File: src/rtl/axi_lite_reg_cut.sv
// axi_lite_reg_cut: AXI4-Lite pipeline cut, one two-slot spill register per channel.
//   clk_i, rst_ni         : clock, asynchronous active-low reset
//   in_aw/in_w/in_ar      : master-side request channels (sink of this block's inputs)
//   in_b/in_r             : master-side response channels
//   out_aw/out_w/out_ar   : slave-side request channels
//   out_b/out_r           : slave-side response channels
//   BYPASS=1              : pure wire-through, no state

module axi_lite_reg_cut_spill #(
    parameter int unsigned WIDTH  = 8,
    parameter bit          BYPASS = 1'b0
) (
    input  logic             clk_i,
    input  logic             rst_ni,
    input  logic [WIDTH-1:0] src_data_i,
    input  logic             src_valid_i,
    output logic             src_ready_o,
    output logic [WIDTH-1:0] dst_data_o,
    output logic             dst_valid_o,
    input  logic             dst_ready_i
);
    if (BYPASS) begin : g_bypass
        logic unused_clk_rst;
        assign unused_clk_rst = clk_i ^ rst_ni;
        assign dst_data_o     = src_data_i;
        assign dst_valid_o    = src_valid_i;
        assign src_ready_o    = dst_ready_i;
    end else begin : g_spill
        logic             a_full_q, a_full_d, b_full_q, b_full_d;
        logic [WIDTH-1:0] a_data_q, a_data_d, b_data_q, b_data_d;
        logic             src_hs, a_free;
        always_comb begin
            src_hs   = src_valid_i & ~b_full_q;
            a_free   = ~a_full_q | dst_ready_i;
            a_full_d = a_full_q;
            a_data_d = a_data_q;
            b_full_d = b_full_q;
            b_data_d = b_data_q;
            if (a_free) begin
                // B holds the older beat, so it always refills A first
                a_full_d = b_full_q | src_hs;
                a_data_d = b_full_q ? b_data_q : (src_hs ? src_data_i : a_data_q);
                b_full_d = 1'b0;
            end else if (src_hs) begin
                b_full_d = 1'b1;
                b_data_d = src_data_i;
            end
        end
        always_ff @(posedge clk_i or negedge rst_ni) begin
            if (!rst_ni) begin
                a_full_q <= 1'b0;
                b_full_q <= 1'b0;
                a_data_q <= '0;
                b_data_q <= '0;
            end else begin
                a_full_q <= a_full_d;
                b_full_q <= b_full_d;
                a_data_q <= a_data_d;
                b_data_q <= b_data_d;
            end
        end
        assign src_ready_o = ~b_full_q;
        assign dst_valid_o = a_full_q;
        assign dst_data_o  = a_data_q;
    end
endmodule

module axi_lite_reg_cut #(
    parameter int unsigned ADDR_WIDTH = 32,
    parameter int unsigned DATA_WIDTH = 32,
    parameter bit          BYPASS     = 1'b0
) (
    input  logic                    clk_i,
    input  logic                    rst_ni,
    input  logic [ADDR_WIDTH-1:0]   in_aw_addr,
    input  logic                    in_aw_valid,
    output logic                    in_aw_ready,
    input  logic [DATA_WIDTH-1:0]   in_w_data,
    input  logic [DATA_WIDTH/8-1:0] in_w_strb,
    input  logic                    in_w_valid,
    output logic                    in_w_ready,
    output logic [1:0]              in_b_resp,
    output logic                    in_b_valid,
    input  logic                    in_b_ready,
    input  logic [ADDR_WIDTH-1:0]   in_ar_addr,
    input  logic                    in_ar_valid,
    output logic                    in_ar_ready,
    output logic [DATA_WIDTH-1:0]   in_r_data,
    output logic [1:0]              in_r_resp,
    output logic                    in_r_valid,
    input  logic                    in_r_ready,
    output logic [ADDR_WIDTH-1:0]   out_aw_addr,
    output logic                    out_aw_valid,
    input  logic                    out_aw_ready,
    output logic [DATA_WIDTH-1:0]   out_w_data,
    output logic [DATA_WIDTH/8-1:0] out_w_strb,
    output logic                    out_w_valid,
    input  logic                    out_w_ready,
    input  logic [1:0]              out_b_resp,
    input  logic                    out_b_valid,
    output logic                    out_b_ready,
    output logic [ADDR_WIDTH-1:0]   out_ar_addr,
    output logic                    out_ar_valid,
    input  logic                    out_ar_ready,
    input  logic [DATA_WIDTH-1:0]   out_r_data,
    input  logic [1:0]              out_r_resp,
    input  logic                    out_r_valid,
    output logic                    out_r_ready
);
    localparam int unsigned SW = DATA_WIDTH / 8;

    if (DATA_WIDTH % 8 != 0) begin : g_bad_data_width
        $error("axi_lite_reg_cut: DATA_WIDTH must be a multiple of 8");
    end
    if (ADDR_WIDTH == 0) begin : g_bad_addr_width
        $error("axi_lite_reg_cut: ADDR_WIDTH must be greater than 0");
    end

    axi_lite_reg_cut_spill #(.WIDTH(ADDR_WIDTH), .BYPASS(BYPASS)) u_aw (
        .clk_i, .rst_ni,
        .src_data_i(in_aw_addr),   .src_valid_i(in_aw_valid),  .src_ready_o(in_aw_ready),
        .dst_data_o(out_aw_addr),  .dst_valid_o(out_aw_valid), .dst_ready_i(out_aw_ready)
    );

    axi_lite_reg_cut_spill #(.WIDTH(DATA_WIDTH + SW), .BYPASS(BYPASS)) u_w (
        .clk_i, .rst_ni,
        .src_data_i({in_w_strb, in_w_data}),   .src_valid_i(in_w_valid),  .src_ready_o(in_w_ready),
        .dst_data_o({out_w_strb, out_w_data}), .dst_valid_o(out_w_valid), .dst_ready_i(out_w_ready)
    );

    axi_lite_reg_cut_spill #(.WIDTH(2), .BYPASS(BYPASS)) u_b (
        .clk_i, .rst_ni,
        .src_data_i(out_b_resp), .src_valid_i(out_b_valid), .src_ready_o(out_b_ready),
        .dst_data_o(in_b_resp),  .dst_valid_o(in_b_valid),  .dst_ready_i(in_b_ready)
    );

    axi_lite_reg_cut_spill #(.WIDTH(ADDR_WIDTH), .BYPASS(BYPASS)) u_ar (
        .clk_i, .rst_ni,
        .src_data_i(in_ar_addr),  .src_valid_i(in_ar_valid),  .src_ready_o(in_ar_ready),
        .dst_data_o(out_ar_addr), .dst_valid_o(out_ar_valid), .dst_ready_i(out_ar_ready)
    );

    axi_lite_reg_cut_spill #(.WIDTH(DATA_WIDTH + 2), .BYPASS(BYPASS)) u_r (
        .clk_i, .rst_ni,
        .src_data_i({out_r_resp, out_r_data}), .src_valid_i(out_r_valid), .src_ready_o(out_r_ready),
        .dst_data_o({in_r_resp, in_r_data}),   .dst_valid_o(in_r_valid),  .dst_ready_i(in_r_ready)
    );
endmodule

File: config.mk
export PLATFORM = sky130hd
export DESIGN_NAME = axi_lite_reg_cut
export DESIGN_NICKNAME = d
export VERILOG_FILES = /design/src/rtl/axi_lite_reg_cut.sv
export SDC_FILE = /design/constraint.sdc
export NUM_CORES = 1
export LEC_CHECK = 0
export BUFFER_PORTS_ARGS = -buffer_cell sky130_fd_sc_hd__buf_2
export CORE_ASPECT_RATIO = 0.75
export CORE_MARGIN = 8
export CORE_UTILIZATION = 40
export CTS_CLUSTER_SIZE = 24
export DETAILED_ROUTE_END_ITERATION = 10
export GPL_TIMING_DRIVEN = 0
export HOLD_SLACK_MARGIN = 0.15
export PLACE_DENSITY = 0.68
export SYNTH_ARGS = -nofsm -noshare
export SYNTH_HDL_FRONTEND = slang
export SYNTH_SLANG_ARGS = --single-unit
export TNS_END_PERCENT = 20
File: constraint.sdc
create_clock -name clk_i -period 2.3 [get_ports clk_i]
set_input_delay 0.23 -clock clk_i [delete_from_list [all_inputs] [get_ports clk_i]]
set_output_delay 0.23 -clock clk_i [all_outputs]
set_load 0.005 [all_outputs]
Yosys cells after proc, flatten, opt, wreduce, memory -nomap -nowiden
Index checks and enable logic that the tools add are counted.
{"block": "classes", "reduce_logical": 20, "bitwise_logic": 30, "n_mux": 20}
{"operator": "$mux 32", "n": 4}
{"operator": "$mux 36", "n": 2}
{"operator": "$mux 34", "n": 2}
{"operator": "$reduce_and 2->1", "n": 10}
{"operator": "$reduce_bool 2->1", "n": 10}
{"operator": "$not 1->1", "n": 15}
{"operator": "$mux 1", "n": 10}
{"operator": "$or 1x1->1", "n": 10}
{"operator": "$and 1x1->1", "n": 5}
{"operator": "$mux 2", "n": 2}
{"block": "totals", "in_bits": 148, "wordCells": 90, "out_inout_bits": 146, "register_bits": 282}

Logic depth before layout (Yosys ltp)
Gate-level depths: netlist of the first run.
{"block": "depth", "ltp_word": 4, "depth_mapped": 5, "mapped_depth_nobuf": 3}

Modules after synthesis
A second synthesis of the first run with hierarchy kept.
{"block": "unflattened", "cells_unflattened": 775, "area_unflattened_um2": 12637.1}
{"mod": "axi_lite_reg_cut_spill (u_ar ...)", "seq_area_each_um2": 1651.6, "n_inst": 2, "area_per_inst_um2": 2914.0, "cells_each": 180}
{"mod": "axi_lite_reg_cut_spill (u_w)", "seq_area_each_um2": 1851.8, "n_inst": 1, "area_per_inst_um2": 3468.3, "cells_each": 201}
{"mod": "axi_lite_reg_cut_spill (u_r)", "seq_area_each_um2": 1751.7, "n_inst": 1, "area_per_inst_um2": 3061.7, "cells_each": 190}
{"mod": "axi_lite_reg_cut_spill (u_b)", "seq_area_each_um2": 150.1, "n_inst": 1, "area_per_inst_um2": 279.0, "cells_each": 24}

Worst setup path before layout of the first run
Ideal clock, no wire load.
{"block": "synth_timing", "path_kind": "register to register", "from": "reg u_ar.g_spill.b_full_q", "to": "reg u_ar.g_spill.b_data_q[10]", "arrival_time_ps": 1363, "n_path_buf": 2, "path_slack_ps": 812, "setup_ps": 125, "path_stages_with_launch": 5, "path_cell_list": "dfrtp_1 -> buf_2 -> nor3b_2 -> buf_6 -> mux2_2"}
{"block": "synth_between", "elab_chain_len": 3}
{"element": "start, declared", "line_no": "29", "source": "logic a_full_q, a_full_d, b_full_q, b_full_d;"}
{"element": "start signal, assigned", "line_no": "57", "source": "b_full_q <= b_full_d;"}
{"element": "$not 1->1", "line_no": "33", "source": "src_hs = src_valid_i & ~b_full_q;"}
{"element": "$and 1x1->1", "line_no": "33"}
{"element": "$reduce_and 2->1 (no source line)"}
{"element": "end signal, assigned", "line_no": "59", "source": "b_data_q <= b_data_d;"}
{"element": "end, declared", "line_no": "30", "source": "logic [WIDTH-1:0] a_data_q, a_data_d, b_data_q, b_data_d;"}
No other way between the ends.
A chain may end at the register's enable or synchronous reset.

Worst setup path after layout of the first run
{"block": "layout_timing", "from": "reg u_r.g_spill.b_full_q", "to": "out out_r_ready"}
{"block": "layout_between", "elab_chain_len": 1}
{"element": "start, declared", "line_no": "29"}
{"element": "start signal, assigned", "line_no": "57"}
{"element": "$not 1->1", "line_no": "62", "source": "assign src_ready_o = ~b_full_q;"}
{"element": "end, declared", "line_no": "108", "source": "output logic out_r_ready"}
No other way between the ends.

==> results.sh, run 1 <==
export IMPL_area_growth_pct=36.66
export IMPL_first_pass_iters=4
export IMPL_worstPathMaxFanout=10
export IMPL_worst_slack_ps=447.2
export IMPL_hp_class="in2async"
export IMPL_clockPowerShare_pct=31.4
export IMPL_cts_tree="built"
export IMPL_critical_path_class="reg2out"
export IMPL_die_w_um=217.7
export IMPL_grt_pass1_wl_um=49310
export IMPL_vias=7999
export IMPL_fin_crit_sh_pct=80.56
export IMPL_pin_count=294
export IMPL_drt_wl_total_um=29910
export IMPL_dp_slack_ps=605.0
export IMPL_combPwrFrac_pct=22.2
export IMPL_drv_cap=0
export IMPL_fin_skew_ps=23.57
export IMPL_rsz0062_at_grt="false"
export IMPL_cp_required_ps=2070
export IMPL_overflow=0
export IMPL_cts_sinks=282
export IMPL_globalRouteTotalUtil_pct=16.36
export IMPL_rows=55
export IMPL_peakVddDrop_uv=785.6
export IMPL_worst_pin_slew_ps=588.2
export IMPL_clk_path_buf_depth=3
export IMPL_share_seq_of_total_power_pct=46.4
export IMPL_grt_pass1_vias=8935
export IMPL_register_area_um2=7057
export IMPL_worstSetupEndpointType="output pin"
export IMPL_reg2reg_from="u_r.dst_valid_o"
export IMPL_grt_max_degree=116
export IMPL_synth_seq_cells=282
export IMPL_multi_input_area_um2=4827
export IMPL_h_tree_depth=1
export IMPL_worstSkewPairLatency_ps=560
export IMPL_avgSynthCellArea_um2=15.79
export IMPL_numPortBuffers=293
export IMPL_ant_nets=0
export IMPL_yosys_warnings=0
export IMPL_die_h_um=167.3
export IMPL_clk_pin_slew_ps=70
export IMPL_synth_area_leader_cell="dfrtp_1"
export IMPL_powerDensity_nw_per_um2=867.4
export IMPL_cts_root_buf="clkbuf_16"
export IMPL_synth_distinct_cells=18
export IMPL_ys_seq_area_share_pct=57.80
export IMPL_fmax_mhz=539.7
export IMPL_synth_area_leaders="dfrtp_1 58%, mux2_2 37%, buf_6 1.1%"
export IMPL_cts_resized=0
export IMPL_fin_total_pwr_mw=14.47
export IMPL_syn_area_um2=12210
export IMPL_arrival_ps=1620
export IMPL_dp_hpwl_um=20400
export IMPL_status="finished clean"
export IMPL_power_switching_mw=3.751
export IMPL_slew_viol_final=0
export IMPL_slew_limit_headroom_pct=60.79
export IMPL_p_int_mw=10.72
export IMPL_worst_setup_path_start_kind="flop"
export IMPL_reg2reg_depth=5
export IMPL_switching_share_pct=25.92
export IMPL_final_cell_area_um2=16680
export IMPL_numCtsBuffers=29
export IMPL_p_leak_nw=7.469
export IMPL_postCtsHoldBufs=152
export IMPL_setup_violations=0
export IMPL_antenna_found_initial=1
export IMPL_gp_congestion=0.7354
export IMPL_hold_violations=0
export IMPL_layout_drive_gt1_share_pct=62.19
export IMPL_nets=1399
export IMPL_dpl_instance_area_um2=14240
export IMPL_post_drt_via_cell_ratio=4.781
export IMPL_synth_cells=773
export IMPL_core_um2=30070
export IMPL_syn_nets=921
export IMPL_fin_setup_tns_ps=0
export IMPL_fin_crit_ps=1853
export IMPL_design_die_area_um2=36420
export IMPL_postCtsSetupRepairBufs=0
export IMPL_initial_core_util_pct=40.59
export IMPL_wire_per_inst_um=17.88
export IMPL_nFillCells=2419
export IMPL_drc=0
export IMPL_r2r_end="u_r.dst_data_o[25]"
export IMPL_drtIter0Drc=347
export IMPL_synth_top_area_share_pct=57.80
export IMPL_reg2reg_slack_ps=610
[placed cells by master, fill, tap and decap left out]
cell type,instances
nor3b_4,2
inv_1,5
dfrtp_1,282
clkbuf_1,10
clkinv_2,1
nor2_1,10
nand2b_4,4
a31oi_1,4
dlygate4sd3_1,152
mux2_2,404
nand2_1,5
buf_4,6
inv_6,2
clkbuf_16,29
and3b_1,2
buf_16,2
buf_6,12
nand2b_1,1
buf_8,1
clkinv_4,1
nor3b_1,2
clkbuf_8,9
buf_2,317
nor3b_2,1
o21a_1,4
nor2b_1,2
o21ai_0,2
diode_2,2
[sequential cells by signal, indices dropped and copies added, names as in the netlist, 2 cells and up]
name,cells
u_b.dst_data_o,2
u_w.dst_data_o,36
u_r.dst_data_o,34
u_w.g_spill.b_data_q,36
u_b.g_spill.b_data_q,2
u_aw.dst_data_o,32
u_r.g_spill.b_data_q,34
u_ar.g_spill.b_data_q,32
u_aw.g_spill.b_data_q,32
u_ar.dst_data_o,32
[how the worst max path moves through the flow]
stage / from / end / slack, ps / cells after the start
after floorplan: u_ar.g_spill.b_full_q / u_ar.g_spill.b_data_q[10] / 810 / 4
after global placement: rst_ni / u_r.g_spill.b_data_q[13] / -4480 / 1
after detailed placement: u_ar.g_spill.b_full_q / u_ar.g_spill.b_data_q[26] / 610 / 4
after CTS: u_r.g_spill.b_full_q / out_r_ready / 350 / 4
after global routing: u_r.g_spill.b_full_q / out_r_ready / 310 / 4
final: u_r.g_spill.b_full_q / out_r_ready / 450 / 4
[through the flow]
stage,hold slack (ps),util [%],std cells
2_1_floorplan,-65.59,-,773
3_3_place_gp,463.9,47.13,1465
3_5_place_dp,216.1,47.35,1467
4_1_cts,194.2,55.46,1671
5_1_grt,218.8,55.47,1672
6_report,196.3,55.48,1673
[critical path, cell delays in order (launching register included)]
cell	delay (ps)
dfrtp_1	360
buf_6	160
buf_2	310
inv_1	100
buf_2	140
[power by group through the flow]
stage          Clock (mW)  Combinational [mW]  Sequential, mW
2_1_floorplan           0                1.70            6.73
3_3_place_gp            0                2.95            6.73
3_5_place_dp            0                3.03            6.79
4_1_cts              4.68                3.26            6.71
5_1_grt              4.89                3.51            6.88
6_report             4.54                3.21            6.72
[layout make-up]
type                       instances  area share, %
antenna                            2        0.03000
buffer                            43          1.830
clock buffer                      48          5.317
clock inverter                     4         0.1875
inverter                           5         0.1125
multi-input combinational        443          28.93
sequential                       282          42.30
tap                              399          2.992
timing repair buffer             447          18.30
[cells by family after synthesis]
| logic type | after synthesis | share of synthesized area [%] |
|---|---|---|
| flip-flops | 282 | 57.80 |
| AO/OA/AOI/OAI | 10 | 0.5329 |
| buffers and inverters | 48 | 2.654 |
| multiplexers | 404 | 37.27 |
| AND/OR/NAND/NOR | 29 | 1.742 |
[synthesized netlist by cell type, drive strengths merged]
master	number
mux2	404
and3b	2
buf	43
o21ai	2
nor2b	2
nor3b	5
nand2b	5
dfrtp	282
inv	5
nor2	10
a31oi	4
nand2	5
o21a	4
[layer usage]
layer  share of wire, %  track usage (%)  vias to the layer above
li1                   -                -                     3736
met1                 43            20.98                     4028
met2                 46            26.06                      190
met3                7.7            5.654                       45
met4                2.7            4.432                        0
met5                  0                0                        -
Note: power is estimated with default switching activity, not from simulation.
==> run 2: changes to the inputs <==
==> constraint.sdc (replaced) <==
create_clock -name clk_i -period 1.74 [get_ports clk_i]
set_input_delay 0.174 -clock clk_i [delete_from_list [all_inputs] [get_ports clk_i]]
set_output_delay 0.174 -clock clk_i [all_outputs]
set_load 0.005 [all_outputs]
==> results.sh, run 2 (synthesis results as in run 1) <==
export IMPL_combPwrFrac_pct=22.3
export IMPL_worstPathCellList="buf_2 > nor3b_2 > buf_6 > mux2_2"
export IMPL_grt_max_degree=116
export IMPL_crit_start="u_ar.g_spill.b_full_q"
export IMPL_placed_cells=1467
export IMPL_top_layer="met4"
export IMPL_drt_wl_total_um=30230
export IMPL_drtIter0Drc=384
export IMPL_share_seq_of_total_power_pct=46.4
export IMPL_core_um2=30070
export IMPL_rsz0062_at_grt="true"
export IMPL_postCtsSetupRepairBufs=0
export IMPL_wl_met3_um=2276
export IMPL_hp_class="in2reg"
export IMPL_worstSetupEndpointType="flop"
export IMPL_die_w_um=217.7
export IMPL_layout_drive_gt1_share_pct=62.24
export IMPL_fin_skew_ps=25.06
export IMPL_cts_tree="built"
export IMPL_mostFrequentLayoutCells="404 x mux2_2, 311 x buf_2, 282 x dfrtp_1"
export IMPL_peakVddDrop_uv=1040
export IMPL_reg2reg_slack_ps=50
export IMPL_cp_endpoint="u_ar.g_spill.b_data_q[26]"
export IMPL_h_tree_depth=1
export IMPL_reg2reg_from="u_ar.g_spill.b_full_q"
export IMPL_fin_setup_tns_ps=0
export IMPL_numCtsBuffers=29
export IMPL_nFillCells=2412
export IMPL_antenna_found_initial=1
export IMPL_globalRouteTotalUtil_pct=16.38
export IMPL_max_stage_delay_ps=440
export IMPL_cp_required_ps=2180
export IMPL_design_die_area_um2=36420
export IMPL_critical_path_class="reg2reg"
export IMPL_worstSkewPairLatency_ps=560
export IMPL_multi_input_area_um2=4827
export IMPL_drv_cap=0
export IMPL_clk_path_buf_depth=3
export IMPL_die_h_um=167.3
export IMPL_powerDensity_nw_per_um2=1144
export IMPL_overflow=0
export IMPL_area_growth_pct=37.24
export IMPL_reg2reg_depth=4
export IMPL_cts_sinks=282
export IMPL_layout_commonest_cell="mux2_2"
export IMPL_grt_pass1_wl_um=49350
export IMPL_gp_congestion=0.7354
export IMPL_nets=1401
export IMPL_fin_total_pwr_mw=19.16
export IMPL_hold_violations=0
export IMPL_post_drt_via_cell_ratio=4.793
export IMPL_first_pass_iters=4
export IMPL_arrival_ps=2130
export IMPL_crit_family="simple AND/OR/NAND/NOR gates"
export IMPL_r2r_end="u_ar.g_spill.b_data_q[26]"
export IMPL_status="finished clean"
export IMPL_worst_pin_slew_ps=585.2
export IMPL_slew_viol_final=0
export IMPL_crit_cells=4
export IMPL_fmax_mhz=592.6
export IMPL_worst_setup_path_start_kind="flop"
export IMPL_fin_crit_ps=1687
export IMPL_fin_crit_sh_pct=96.98
export IMPL_switching_share_pct=25.96
export IMPL_wire_per_inst_um=18.04
export IMPL_slowest_stage="nor3b_2"
export IMPL_cts_root_buf="clkbuf_16"
export IMPL_finalNonFillerCells=1675
export IMPL_ant_nets=0
export IMPL_p_int_mw=14.19
export IMPL_dpl_instance_area_um2=14240
export IMPL_post_route_util_pct=55.71
export IMPL_worstPathMaxFanout=10
export IMPL_power_switching_mw=4.974
export IMPL_slew_limit_headroom_pct=60.99
export IMPL_worst_path_buf_inv=2
export IMPL_numPortBuffers=293
export IMPL_grt_pass1_vias=8929
export IMPL_rows=55
export IMPL_vias=8029
export IMPL_dr_wl_met2_um=13930
export IMPL_drc=0
export IMPL_initial_core_util_pct=40.59
export IMPL_clk_pin_slew_ps=60
export IMPL_final_cell_area_um2=16750
export IMPL_worst_slack_ps=52.57
export IMPL_hold_ws_ps=395.2
export IMPL_p_leak_nw=7.494
export IMPL_pin_count=294
export IMPL_clockPowerShare_pct=31.3
export IMPL_dp_slack_ps=45.05
export IMPL_setup_violations=0
export IMPL_register_area_um2=7057
export IMPL_dp_hpwl_um=20400
export IMPL_wl_met1_um=13210
-- run 2: cell type report --
class                      instances  share of cell area (%)
sequential                       282                   42.12
tap                              399                   2.980
antenna                            2                 0.02987
multi-input combinational        443                   28.81
inverter                           5                  0.1120
clock inverter                     4                  0.1867
buffer                            43                   2.001
timing repair buffer             449                   18.46
clock buffer                      48                   5.295
-- run 2: repair_timing --
action,in CTS,in global routing
cloned,0,1
gates resized for setup,4,8
setup endpoints to repair,3,226
endpoints found under the hold margin,564,0
hold buffers,153,0
pin swaps,0,0
-- run 2: worst min-delay path by stage --
stage,start,to,cells past startpoint
6_report,in_w_data[29],u_w.g_spill.b_data_q[29],3
4_1_cts,in_w_strb[2],u_w.g_spill.b_data_q[34],3
3_3_place_gp,in_ar_valid,u_ar.dst_valid_o,3
2_1_floorplan,rst_ni,u_ar.dst_data_o[0],0
3_5_place_dp,rst_ni,u_ar.dst_data_o[23],1
5_1_grt,in_ar_addr[3],u_ar.g_spill.b_data_q[3],3
-- run 2: metal layers --
metal / vias to the layer above / track usage (%)
met5: - / 0
met4: 0 / 4.432
met3: 44 / 5.654
met2: 187 / 26.06
met1: 4058 / 21.05
li1: 3740 / -
-- run 2: worst reg2reg max path, stage by stage (launching register included) --
cell and delay, ps:
dfrtp_1 360, buf_2 180, nor3b_2 440, buf_6 240
mux2_2 350
-- run 2: power by group through the flow --
stage               combinational (mW)  clock, mW  sequential, mW
floorplan                         2.25          0            8.90
global placement                  3.90          0            8.89
detailed placement                4.01          0            8.98
CTS                               4.31       6.19            8.88
global route                      4.67       6.46            9.09
finish                            4.27       6.01            8.89
